[src/rtl/hazard_sched_if.sv]
// Decode-side scheduler bundle: decode instruction fields and branch
// resolution in, stall/flush/NOP controls and status out.
interface hazard_sched_if;
  logic        id_valid;
  logic [2:0]  id_rs;
  logic        id_rs_used;
  logic [2:0]  id_rt;
  logic        id_rt_used;
  logic [2:0]  id_rd;
  logic        id_regwrt;
  logic        id_halt;
  logic        ex_branch_taken;
  logic        nop_mech;
  logic        stall_pc;
  logic        stall_ifid;
  logic        flush_ifid;
  logic        halted;
  logic [15:0] stall_cnt;
  logic [1:0]  state;

  modport slave (
    input  id_valid, id_rs, id_rs_used, id_rt, id_rt_used, id_rd, id_regwrt,
           id_halt, ex_branch_taken,
    output nop_mech, stall_pc, stall_ifid, flush_ifid, halted, stall_cnt, state
  );

  modport master (
    output id_valid, id_rs, id_rs_used, id_rt, id_rt_used, id_rd, id_regwrt,
           id_halt, ex_branch_taken,
    input  nop_mech, stall_pc, stall_ifid, flush_ifid, halted, stall_cnt, state
  );
endinterface

[src/rtl/hazard_sched.sv]
// Decode-stage scheduler: shift-register scoreboard of in-flight writers,
// RAW hazard detection, branch flush sequencing and HALT drain.
// Control outputs are combinational from registered state so a stall takes
// effect in the same cycle the hazard is seen.
module hazard_sched #(
  parameter int DEPTH     = 3,
  parameter int BYPASS    = 1,
  parameter int FLUSH_CYC = 2
) (
  input  logic           clk,
  input  logic           rst,
  hazard_sched_if.slave  bus
);

  typedef enum logic [1:0] {
    ST_RUN    = 2'd0,
    ST_FLUSH  = 2'd1,
    ST_DRAIN  = 2'd2,
    ST_HALTED = 2'd3
  } state_t;

  // Slots older than CMP_LAST are covered by the register-file write bypass.
  localparam int         CMP_LAST   = DEPTH - 1 - BYPASS;
  localparam logic [2:0] FLUSH_LOAD = 3'(FLUSH_CYC - 1);
  localparam state_t     BR_NEXT    = (FLUSH_CYC == 1) ? ST_RUN : ST_FLUSH;

  state_t                r_state;
  state_t                w_state_nxt;
  logic [2:0]            r_flush_cnt;
  logic [2:0]            w_flush_cnt_nxt;
  logic [DEPTH-1:0]      r_slot_v;
  logic [DEPTH-1:0][2:0] r_slot_rd;
  logic [15:0]           r_stall_cnt;
  logic                  w_match;
  logic                  w_hazard;
  logic                  w_issue;
  logic                  w_branch;
  logic                  w_nop;
  logic                  w_stall_pc;
  logic                  w_stall_ifid;
  logic                  w_flush;

  // Compare decode sources against the writers not yet covered by bypass.
  always_comb begin
    w_match = 1'b0;
    for (int i = 0; i <= CMP_LAST; i++) begin
      w_match = w_match | (r_slot_v[i] &
                ((bus.id_rs_used & (bus.id_rs == r_slot_rd[i])) |
                 (bus.id_rt_used & (bus.id_rt == r_slot_rd[i]))));
    end
  end

  assign w_branch = bus.ex_branch_taken & (r_state != ST_HALTED);
  assign w_hazard = bus.id_valid & (r_state == ST_RUN) & ~bus.ex_branch_taken & w_match;
  assign w_issue  = bus.id_valid & (r_state == ST_RUN) & ~w_hazard & ~bus.ex_branch_taken;

  // Next-state and control outputs; a taken branch outranks everything but HALTED.
  always_comb begin
    w_state_nxt     = r_state;
    w_flush_cnt_nxt = r_flush_cnt;
    w_nop           = 1'b0;
    w_stall_pc      = 1'b0;
    w_stall_ifid    = 1'b0;
    w_flush         = 1'b0;
    case (r_state)
      ST_RUN: begin
        if (w_branch) begin
          w_flush         = 1'b1;
          w_nop           = 1'b1;
          w_flush_cnt_nxt = FLUSH_LOAD;
          w_state_nxt     = BR_NEXT;
        end else if (w_hazard) begin
          w_nop        = 1'b1;
          w_stall_pc   = 1'b1;
          w_stall_ifid = 1'b1;
        end else if (w_issue && bus.id_halt) begin
          w_state_nxt = ST_DRAIN;
        end else begin
          w_state_nxt = ST_RUN;
        end
      end
      ST_FLUSH: begin
        w_flush = 1'b1;
        w_nop   = 1'b1;
        if (w_branch) begin
          w_flush_cnt_nxt = FLUSH_LOAD;
          w_state_nxt     = BR_NEXT;
        end else if (r_flush_cnt <= 3'd1) begin
          w_flush_cnt_nxt = 3'd0;
          w_state_nxt     = ST_RUN;
        end else begin
          w_flush_cnt_nxt = r_flush_cnt - 3'd1;
        end
      end
      ST_DRAIN: begin
        if (w_branch) begin
          // An older branch resolving now cancels the halt.
          w_flush         = 1'b1;
          w_nop           = 1'b1;
          w_flush_cnt_nxt = FLUSH_LOAD;
          w_state_nxt     = BR_NEXT;
        end else begin
          w_nop        = 1'b1;
          w_stall_pc   = 1'b1;
          w_stall_ifid = 1'b1;
          // Only bubbles enter while draining, so once the younger slots are
          // empty the scoreboard is empty on the next edge.
          if (r_slot_v[DEPTH-2:0] == {(DEPTH-1){1'b0}}) begin
            w_state_nxt = ST_HALTED;
          end else begin
            w_state_nxt = ST_DRAIN;
          end
        end
      end
      ST_HALTED: begin
        w_nop        = 1'b1;
        w_stall_pc   = 1'b1;
        w_stall_ifid = 1'b1;
      end
      default: begin
        w_state_nxt = ST_RUN;
      end
    endcase
  end

  // State and flush counter registers.
  always_ff @(posedge clk or posedge rst) begin
    if (rst) begin
      r_state     <= ST_RUN;
      r_flush_cnt <= 3'd0;
    end else begin
      r_state     <= w_state_nxt;
      r_flush_cnt <= w_flush_cnt_nxt;
    end
  end

  // Scoreboard shift: a non-issuing cycle inserts a bubble at slot 0.
  always_ff @(posedge clk or posedge rst) begin
    if (rst) begin
      r_slot_v  <= {DEPTH{1'b0}};
      r_slot_rd <= {(DEPTH*3){1'b0}};
    end else begin
      r_slot_v  <= {r_slot_v[DEPTH-2:0], w_issue & bus.id_regwrt};
      r_slot_rd <= {r_slot_rd[DEPTH-2:0], bus.id_rd};
    end
  end

  // Saturating count of hazard-stall cycles.
  always_ff @(posedge clk or posedge rst) begin
    if (rst) begin
      r_stall_cnt <= 16'd0;
    end else if (w_hazard && (r_stall_cnt != 16'hFFFF)) begin
      r_stall_cnt <= r_stall_cnt + 16'd1;
    end else begin
      r_stall_cnt <= r_stall_cnt;
    end
  end

  assign bus.nop_mech   = w_nop;
  assign bus.stall_pc   = w_stall_pc;
  assign bus.stall_ifid = w_stall_ifid;
  assign bus.flush_ifid = w_flush;
  assign bus.halted     = (r_state == ST_HALTED);
  assign bus.stall_cnt  = r_stall_cnt;
  assign bus.state      = r_state;

endmodule

[src/flat_wrapper.sv]
// flat-port wrapper written by rule: the top's interface ports become plain ports
module hazard_sched_flat 
#(
  parameter int DEPTH     = 3,
  parameter int BYPASS    = 1,
  parameter int FLUSH_CYC = 2
)
  (clk, rst, bus_id_valid, bus_id_rs, bus_id_rs_used, bus_id_rt, bus_id_rt_used, bus_id_rd, bus_id_regwrt, bus_id_halt, bus_ex_branch_taken, bus_nop_mech, bus_stall_pc, bus_stall_ifid, bus_flush_ifid, bus_halted, bus_stall_cnt, bus_state);
  hazard_sched_if bus_i ();
  input  logic clk;
  input  logic rst;
  input wire logic [$bits(bus_i.id_valid)-1:0] bus_id_valid;
  input wire logic [$bits(bus_i.id_rs)-1:0] bus_id_rs;
  input wire logic [$bits(bus_i.id_rs_used)-1:0] bus_id_rs_used;
  input wire logic [$bits(bus_i.id_rt)-1:0] bus_id_rt;
  input wire logic [$bits(bus_i.id_rt_used)-1:0] bus_id_rt_used;
  input wire logic [$bits(bus_i.id_rd)-1:0] bus_id_rd;
  input wire logic [$bits(bus_i.id_regwrt)-1:0] bus_id_regwrt;
  input wire logic [$bits(bus_i.id_halt)-1:0] bus_id_halt;
  input wire logic [$bits(bus_i.ex_branch_taken)-1:0] bus_ex_branch_taken;
  output wire logic [$bits(bus_i.nop_mech)-1:0] bus_nop_mech;
  output wire logic [$bits(bus_i.stall_pc)-1:0] bus_stall_pc;
  output wire logic [$bits(bus_i.stall_ifid)-1:0] bus_stall_ifid;
  output wire logic [$bits(bus_i.flush_ifid)-1:0] bus_flush_ifid;
  output wire logic [$bits(bus_i.halted)-1:0] bus_halted;
  output wire logic [$bits(bus_i.stall_cnt)-1:0] bus_stall_cnt;
  output wire logic [$bits(bus_i.state)-1:0] bus_state;
  assign bus_i.id_valid = bus_id_valid;
  assign bus_i.id_rs = bus_id_rs;
  assign bus_i.id_rs_used = bus_id_rs_used;
  assign bus_i.id_rt = bus_id_rt;
  assign bus_i.id_rt_used = bus_id_rt_used;
  assign bus_i.id_rd = bus_id_rd;
  assign bus_i.id_regwrt = bus_id_regwrt;
  assign bus_i.id_halt = bus_id_halt;
  assign bus_i.ex_branch_taken = bus_ex_branch_taken;
  assign bus_nop_mech = bus_i.nop_mech;
  assign bus_stall_pc = bus_i.stall_pc;
  assign bus_stall_ifid = bus_i.stall_ifid;
  assign bus_flush_ifid = bus_i.flush_ifid;
  assign bus_halted = bus_i.halted;
  assign bus_stall_cnt = bus_i.stall_cnt;
  assign bus_state = bus_i.state;
  hazard_sched #(.DEPTH(DEPTH), .BYPASS(BYPASS), .FLUSH_CYC(FLUSH_CYC)) u_core (.clk(clk), .rst(rst), .bus(bus_i));
endmodule
[config.mk]
export PLATFORM = sky130hd
export DESIGN_NAME = hazard_sched_flat
export DESIGN_NICKNAME = d
export VERILOG_FILES = /design/src/rtl/hazard_sched_if.sv /design/src/rtl/hazard_sched.sv /design/src/flat_wrapper.sv
export SDC_FILE = /design/constraint.sdc
export NUM_CORES = 1
export LEC_CHECK = 0
export BUFFER_PORTS_ARGS = -buffer_cell sky130_fd_sc_hd__buf_2
export CORE_UTILIZATION = 45
export CTS_CLUSTER_DIAMETER = 100
export DETAILED_ROUTE_END_ITERATION = 10
export PLACE_DENSITY_LB_ADDON = 0.15
export SLEW_MARGIN = 40
export SYNTH_ARGS = -nofsm -noshare
export SYNTH_HDL_FRONTEND = slang
export SYNTH_SLANG_ARGS = --single-unit
export TNS_END_PERCENT = 20
[constraint.sdc]
create_clock -name clk -period 2.08 [get_ports clk]
set_input_delay 0.104 -clock clk [delete_from_list [all_inputs] [get_ports clk]]
set_output_delay 0.104 -clock clk [all_outputs]
set_load 0.05 [all_outputs]
==> out/qor.txt, run 1 <==
=====================================================================================
Result of the run                                                           completed
Die Ht                                                                        61.4 um
GPL Wtd Cong                                                                    0.837
CP Class                                                                 register to output port
Hold path startpoint                                                     bus_ex_branch_taken
Met1 capacity usage during global routing                                       23.6%
Crit path capture type                                                    output port
Startpoint types                                                             register
Starting Density                                                                47.2%
Total via count in the routed design                                            1,314
Min Clock Period, post-route                                                  1.99 ns
Commonest cells after routing, fill and taps aside                       36 x sky130_fd_sc_hd__buf_2, 27 x sky130_fd_sc_hd__dfrtp_1, 16 x sky130_fd_sc_hd__nor2_1, 16 x sky130_fd_sc_hd__xnor2_1, 13 x sky130_fd_sc_hd__nand2_1
Start of the worst register-to-register path                             u_core.bus.state[1]$_DFFE_PP0P_
Slew Limit Fails                                                                    0
Number of instances in the synthesized netlist                                    158
Post-synth cell types                                                              32
GRT Total Usage                                                                 20.4%
Detailed router's first-iteration violation count                                  48
Flops & latches, synth                                                             29
Leading cell type in the layout, fill and taps excluded                  sky130_fd_sc_hd__buf_2
Worst-case register-to-register setup slack                                   0.14 ns
Wire length of the first global-routing pass                                  5540 um
Chip width                                                                    61.4 um
GRT Max-Usage Layer                                                              met2
Final Net Count                                                                   240
Net count after synthesis                                                         183
Sequential element share of the synthesized area                                45.7%
Simple-Gate Fraction of Synth Area                                              19.8%
Number of hold-slack violations in the final timing report                          0
Post-DRT Antenna Nets                                                               0
Number of warnings reported in the yosys synthesis log                              0
Global-route congestion overflow total                                              0
Via count of the first global-routing pass                                      1,308
Number of clock sinks                                                              29
Worst reg-to-reg path cell count                                                    9
Yosys top cell by area                                                   sky130_fd_sc_hd__dfrtp_1
Met2 usage                                                                      35.6%
Share of final-layout standard cells stronger than drive strength 1             34.3%
CTS tree                                                                         done
Compound-Gate Fraction of Synth Area                                            6.54%
Number of antenna violations at the first check in global routing                   0
Worst Path Required                                                           1.98 ns
Worst slack, placed                                                         0.0252 ns
Area of the mapped netlist                                                  1590 um^2
H-Tree Depth                                                                        2
Clock tree root driver cell                                              sky130_fd_sc_hd__clkbuf_4
Core region area                                                            3360 um^2
Hold Crit Endpoint                                                       u_core.bus.state[0]$_DFFE_PP0P_
Number of max-capacitance violations reported                                       0
Pin count of the biggest net entering global routing                               30
Met3 GRT Util                                                                   5.88%
Share of the core filled with cells                                             61.7%
Total CTS buffers                                                                   5
Row Count                                                                          21
Latest clock arrival within the worst-skew pair                               0.33 ns
Parity-gate share of the synthesized area counting xor and xnor cells           14.9%
Max Clock Freq                                                                504 MHz
Multiplexer fraction of the synthesized cell area                               2.68%
Number of buffer cells added on primary ports                                      39
# DRC                                                                               0
CP max FO                                                                           4
Share of the synthesized area in the top cell type                              45.7%
Diodes inserted                                                                     0
Boundary pin count                                                                 40
Final period util                                                               95.5%
Wirelength, routed                                                            3280 um
Number of optimization iterations in the first detailed-route pass                  4
Max stage delay cell, worst path                                         sky130_fd_sc_hd__dfrtp_2
Per-instance average area after synthesis                                   10.0 um^2
Hold Crit Class                                                          primary input to register
Arrival @ worst endpoint                                                      1.88 ns
Cell depth of the worst min-delay path                                              3
Clock-pin slew of the registers on the worst-case setup and hold paths        0.09 ns
Critical Path, Cell by Cell                                              inv_2 > ha_4 > and3b_2 > nand2_2 > a21oi_4 > nor2_1 > nand3_1 > buf_6
Worst slew margin relative to its limit                                         71.9%
Final setup violation count                                                         0
Most area-consuming cells after synthesis                                sky130_fd_sc_hd__dfrtp_1 46%, sky130_fd_sc_hd__xnor2_1 8.8%, sky130_fd_sc_hd__ha_1 6.3%
Combinational family with the most area after synthesis                  simple AND/OR/NAND/NOR gates
Leakage power                                                                 1.02 nW
Least setup slack across all paths after layout                             0.0942 ns
Clock Skew                                                                 0.00739 ns
Pin slew with the least headroom to its limit                                0.410 ns
Total power divided by cell area                                          609 nW/um^2
Unrepaired setup endpoints after global routing                                   yes
WL per Instance                                                               12.5 um
Capture instance of the worst register-to-register path                  u_core.bus.stall_cnt[15]$_DFFE_PP0P_
Delay of the slowest critical-path stage                                      0.41 ns
Adder-cell share of the synthesized area                                        6.30%
Worst ir drop on vdd                                                         0.403 mV
Via/cell ratio                                                                   5.02
Bufs on Longest Clock Path                                                          2
Area of the die                                                             3770 um^2
HPWL after DPL                                                                2490 um
Synthesis-to-finish area growth                                                 30.7%
=====================================================================================
==> timing repair <==
action,CTS,global route
endpoints found under the setup margin,4,6
setup buffers,1,1
hold buffers,5,0
resized for setup,11,6
endpoints found under the hold margin,33,0
pin swaps,3,1
==> report_power, final <==
group | switching, W | total [W] | internal, W | leakage [nW]
registers | 0.0000246 | 0.000614 | 0.000589 | 0.366
logic | 0.000199 | 0.000332 | 0.000133 | 0.624
clock network | 0.000189 | 0.000317 | 0.000128 | 0.0320
==> worst max-delay path: cells and delay by family (launching register included) <==
kind                     cells  cell delay (ns)
AND/OR/NAND/NOR              4             0.55
flip-flops                   1             0.41
buffers and inverters        2             0.25
AO/OA/AOI/OAI                1             0.19
adder cells (fa/ha/maj)      1             0.14
==> area by class of cell <==
type,instances,area (um^2)
Clock inverter,2,10.0
Clock buffer,6,41.3
Tap cell,46,57.6
Inverter,11,41.3
Timing Repair Buffer,53,332
Sequential cell,29,728
Fill cell,327,1290
Multi-Input combinational cell,115,865
==> metrics by stage <==
stage               std cells  total power (W)  hold WS [ns]   TNS, ns  instance area [um^2]
floorplan                 158         0.000833         0.135   -0.0821                  1610
global placement          247         0.000914         0.184         0                  1890
detailed placement        247         0.000924         0.197         0                  1890
CTS                       261          0.00128         0.158         0                  2050
global route              262          0.00134         0.182  -0.00453                  2070
finish                    262          0.00126         0.180         0                  2070
==> state kept, by name (all words and copies together), names as in the netlist <==
name	count
u_core.r_slot_v	2
u_core.r_slot_rd	6
u_core.bus.stall_cnt	16
u_core.r_flush_cnt	3
u_core.bus.state	2
==> metal layers <==
layer  routed length, um  part of all wire, %
met1                1380                   42
met2                1690                   51
met3                 153                  4.7
met4                  53                  1.6
met5                   0                    0
==> cell usage after synthesis <==
cell / instances
sky130_fd_sc_hd__dfrtp_1: 29
sky130_fd_sc_hd__nor2_1: 16
sky130_fd_sc_hd__xnor2_1: 16
sky130_fd_sc_hd__nand2_1: 15
sky130_fd_sc_hd__inv_1: 11
sky130_fd_sc_hd__xor2_1: 11
sky130_fd_sc_hd__nand3_1: 9
sky130_fd_sc_hd__ha_1: 8
sky130_fd_sc_hd__nand4_1: 7
sky130_fd_sc_hd__a21oi_1: 5
sky130_fd_sc_hd__nor3_1: 4
sky130_fd_sc_hd__nor3_2: 3
sky130_fd_sc_hd__a21oi_2: 2
sky130_fd_sc_hd__mux2i_1: 2
sky130_fd_sc_hd__o21ai_0: 2
sky130_fd_sc_hd__o31ai_1: 2
sky130_fd_sc_hd__a22o_1: 1
sky130_fd_sc_hd__and3_1: 1
sky130_fd_sc_hd__and3b_1: 1
sky130_fd_sc_hd__buf_2: 1
sky130_fd_sc_hd__buf_4: 1
sky130_fd_sc_hd__buf_6: 1
sky130_fd_sc_hd__mux2_1: 1
sky130_fd_sc_hd__mux2_2: 1
sky130_fd_sc_hd__nand2b_1: 1
sky130_fd_sc_hd__nand4b_1: 1
sky130_fd_sc_hd__nor4_1: 1
sky130_fd_sc_hd__nor4_2: 1
sky130_fd_sc_hd__o2111a_1: 1
sky130_fd_sc_hd__o211ai_1: 1
sky130_fd_sc_hd__o21ai_2: 1
sky130_fd_sc_hd__or4b_1: 1
==> cell families after synthesis <==
family	after synthesis
flip-flops	29
buffers and inverters	14
AO/OA/AOI/OAI	15
XOR/XNOR	27
AND/OR/NAND/NOR	61
multiplexers	4
adder cells (fa/ha/maj)	8
==> worst max path at each step <==
| stage | startpoint | end | slack, ns |
|---|---|---|---|
| global route | u_core.bus.state[0]$_DFFE_PP0P_ | bus_nop_mech | -0.005 |
| detailed placement | u_core.bus.state[0]$_DFFE_PP0P_ | u_core.bus.stall_cnt[15]$_DFFE_PP0P_ | 0.03 |
| CTS | u_core.bus.state[1]$_DFFE_PP0P_ | bus_stall_ifid | 0.003 |
| floorplan | u_core.bus.state[0]$_DFFE_PP0P_ | bus_stall_pc | -0.05 |
| finish | u_core.bus.state[1]$_DFFE_PP0P_ | bus_nop_mech | 0.09 |
| global placement | u_core.bus.state[0]$_DFFE_PP0P_ | u_core.bus.stall_cnt[15]$_DFFE_PP0P_ | 0.18 |
(Power assumes the default switching activity.)
==> run 2: changes to the inputs <==
--- a/config.mk
+++ b/config.mk
@@ -9,6 +9,7 @@
 export CORE_UTILIZATION = 45
 export CTS_CLUSTER_DIAMETER = 100
 export DETAILED_ROUTE_END_ITERATION = 10
+export MAX_ROUTING_LAYER = met4
 export PLACE_DENSITY_LB_ADDON = 0.15
 export SLEW_MARGIN = 40
 export SYNTH_ARGS = -nofsm -noshare
==> run 2 against run 1 <==
Net effect:
- worst setup slack worse by 0.00055 ns
- via count is 0.38% higher
- hold slack hardly changed
- sequential share of layout area stayed put
- sequential power hardly changed
- die area stayed put
- clock skew is 0.0011 ns higher
- design area stayed put
- fmax hardly changed
- critical path type unchanged
- highest routed layer unchanged
==> out/qor.txt, run 2 (synthesized netlist as in run 1, its figures left out) <==
=====================================================================================
Unrepaired setup endpoints after global routing                                   yes
Synthesis-to-finish area growth                                                 30.7%   unchanged
Worst-case register-to-register setup slack                                   0.14 ns   about the same
Crit path buffers/inverters                                                         2   unchanged
Layout fillers                                                                    327   unchanged
Area of the die                                                             3770 um^2   unchanged
Core region area                                                            3360 um^2   unchanged
Total via count in the routed design                                            1,319   +0.38%
DP Area                                                                     1890 um^2   unchanged
Worst Path Required                                                           1.98 ns   about the same
Final design area excluding fillers                                         2070 um^2   unchanged
Accumulated negative setup slack                                                 0 ns   unchanged
Starting Density                                                                47.2%   unchanged
Latest clock arrival within the worst-skew pair                               0.33 ns   about the same
Bufs on Longest Clock Path                                                          2   unchanged
Worst slack, placed                                                         0.0252 ns   unchanged
Max stage delay cell, worst path                                         sky130_fd_sc_hd__dfrtp_2
Number of hold-slack violations in the final timing report                          0   unchanged
Crit path capture type                                                    output port
Slew Limit Fails                                                                    0   unchanged
Total CTS buffers                                                                   5   unchanged
Clock tree root driver cell                                              sky130_fd_sc_hd__clkbuf_4
Boundary pin count                                                                 40   unchanged
Max Clock Freq                                                                503 MHz   about the same
GRT Total Usage                                                                 21.0%   +0.65 points
Most frequent cell on the critical path                                  sky130_fd_sc_hd__a21oi_4
Delay of the slowest critical-path stage                                      0.41 ns   about the same
Number of optimization iterations in the first detailed-route pass                  4   unchanged
Number of max-capacitance violations reported                                       0   unchanged
Number of buffer cells added on primary ports                                      39   unchanged
Number of flip-flops in the largest register                                       16   unchanged
Share of final-layout standard cells stronger than drive strength 1             34.3%   unchanged
Hold Crit Class                                                          primary input to register
GPL Wtd Cong                                                                    0.850   +1.6%
Result of the run                                                           completed
Leakage power                                                                 1.02 nW   unchanged
CP Class                                                                 register to output port
Final Net Count                                                                   240   unchanged
Diodes inserted                                                                     0   unchanged
Wirelength, routed                                                            3290 um   +0.34%
Critical Path, Cell by Cell                                              inv_2 > ha_4 > and3b_2 > nand2_2 > a21oi_4 > nor3_4 > a21oi_4 > buf_6
Post-DRT Antenna Nets                                                               0   unchanged
Least setup slack across all paths after layout                             0.0936 ns   -0.000551 ns
Total power divided by cell area                                          610 nW/um^2   +0.14%
Startpoint types                                                             register
Minimum hold slack                                                           0.180 ns   -0.0000680 ns
Via/cell ratio                                                                   5.03   +0.38%
Via count of the first global-routing pass                                      1,307   -0.076%
Commonest cells after routing, fill and taps aside                       36 x sky130_fd_sc_hd__buf_2, 27 x sky130_fd_sc_hd__dfrtp_1, 16 x sky130_fd_sc_hd__nor2_1, 16 x sky130_fd_sc_hd__xnor2_1, 13 x sky130_fd_sc_hd__nand2_1
Number of clock sinks                                                              29   unchanged
# DRC                                                                               0   unchanged
Clock Skew                                                                 0.00853 ns   +0.00114 ns
H-Tree Depth                                                                        2   unchanged
Pin count of the biggest net entering global routing                               30   unchanged
WL per Instance                                                               12.5 um   +0.34%
Worst ir drop on vdd                                                         0.404 mV   +0.25%
Gate family responsible for the most delay along the worst path            flip-flops
Clock-pin slew of the registers on the worst-case setup and hold paths        0.09 ns   about the same
Chip width                                                                    61.4 um   unchanged
Final setup violation count                                                         0   unchanged
CTS tree                                                                         done
Number of antenna violations at the first check in global routing                   0   unchanged
Arrival @ worst endpoint                                                      1.88 ns   about the same
Pin slew with the least headroom to its limit                                0.409 ns   -0.000541 ns
Leading cell type in the layout, fill and taps excluded                  sky130_fd_sc_hd__buf_2
CP max FO                                                                           4   unchanged
Detailed router's first-iteration violation count                                  43   -10%
Wire length of the first global-routing pass                                  5550 um   +0.13%
Global-route congestion overflow total                                              0   unchanged
HPWL after DPL                                                                2490 um   unchanged
Final period util                                                               95.5%   about the same
Row Count                                                                          21   unchanged
Min Clock Period, post-route                                                  1.99 ns   +0.000551 ns
Die Ht                                                                        61.4 um   unchanged
Worst slew margin relative to its limit                                         71.9%   about the same
Final total power                                                           0.00126 W   +0.14%
=====================================================================================
## run 2: cell counts in the layout (fill, tap and decap cells not counted)
No cell type changed its count.
## run 2: worst min-delay path, cell delays in order
cell                      delay (ns)
sky130_fd_sc_hd__buf_2          0.12
sky130_fd_sc_hd__o31ai_1        0.12
sky130_fd_sc_hd__mux2i_1        0.13
## run 2: path summary, 6_finish.rpt
path,startpoint,end,cells past startpoint
max in group asynchronous,rst,u_core.bus.state[1]$_DFFE_PP0P_,4
min in group asynchronous,rst,u_core.r_slot_rd[5]$_DFF_PP0_,4
worst min-delay path,bus_ex_branch_taken,u_core.bus.state[0]$_DFFE_PP0P_,3
worst min register to register,u_core.r_slot_rd[1]$_DFF_PP0_,u_core.r_slot_rd[4]$_DFF_PP0_,0
worst max-delay path,u_core.bus.state[1]$_DFFE_PP0P_,bus_stall_ifid,8
worst max register to register,u_core.bus.state[1]$_DFFE_PP0P_,u_core.bus.stall_cnt[15]$_DFFE_PP0P_,9
## run 2: per-layer routing
layer / up-vias / track usage (%) / part of all wire, %
li1: 652 / - / -
met1: 630 / 23.6 / 43
met2: 30 / 35.6 / 51
met3: 7 / 5.88 / 4.2
met4: 0 / 8.25 / 1.6
met5: - / - / 0
## run 2: what timing repair did
action | 4_1_cts | 5_1_grt
pin swaps | 3 | 1
resized for setup | 11 | 6
endpoints found under the setup margin | 4 | 6
hold buffers | 5 | 0
hold endpoints to repair | 33 | 0
setup buffers | 1 | 1
## run 2: per-stage QoR
stage	util, %	cells
floorplan	-	158
global placement	56.2	247
detailed placement	56.2	247
CTS	60.9	261
global route	61.7	262
finish	61.7	262
## run 2: power breakdown
| group | total (W) | switching, W | leakage, nW | internal (W) |
|---|---|---|---|---|
| Clock | 0.000319 | 0.000190 | 0.0320 | 0.000128 |
| Combinational | 0.000332 | 0.000199 | 0.624 | 0.000133 |
| Sequential | 0.000614 | 0.0000247 | 0.366 | 0.000589 |
## run 2: final cells by class
| class | instances | area [um^2] | share of cell area [%] |
|---|---|---|---|
| timing repair buffer | 53 | 332 | 16.0 |
| multi-input combinational | 115 | 865 | 41.7 |
| tap | 46 | 57.6 | 2.77 |
| inverter | 11 | 41.3 | 1.99 |
| sequential | 29 | 728 | 35.1 |
| clock inverter | 2 | 10.0 | 0.483 |
| clock buffer | 6 | 41.3 | 1.99 |
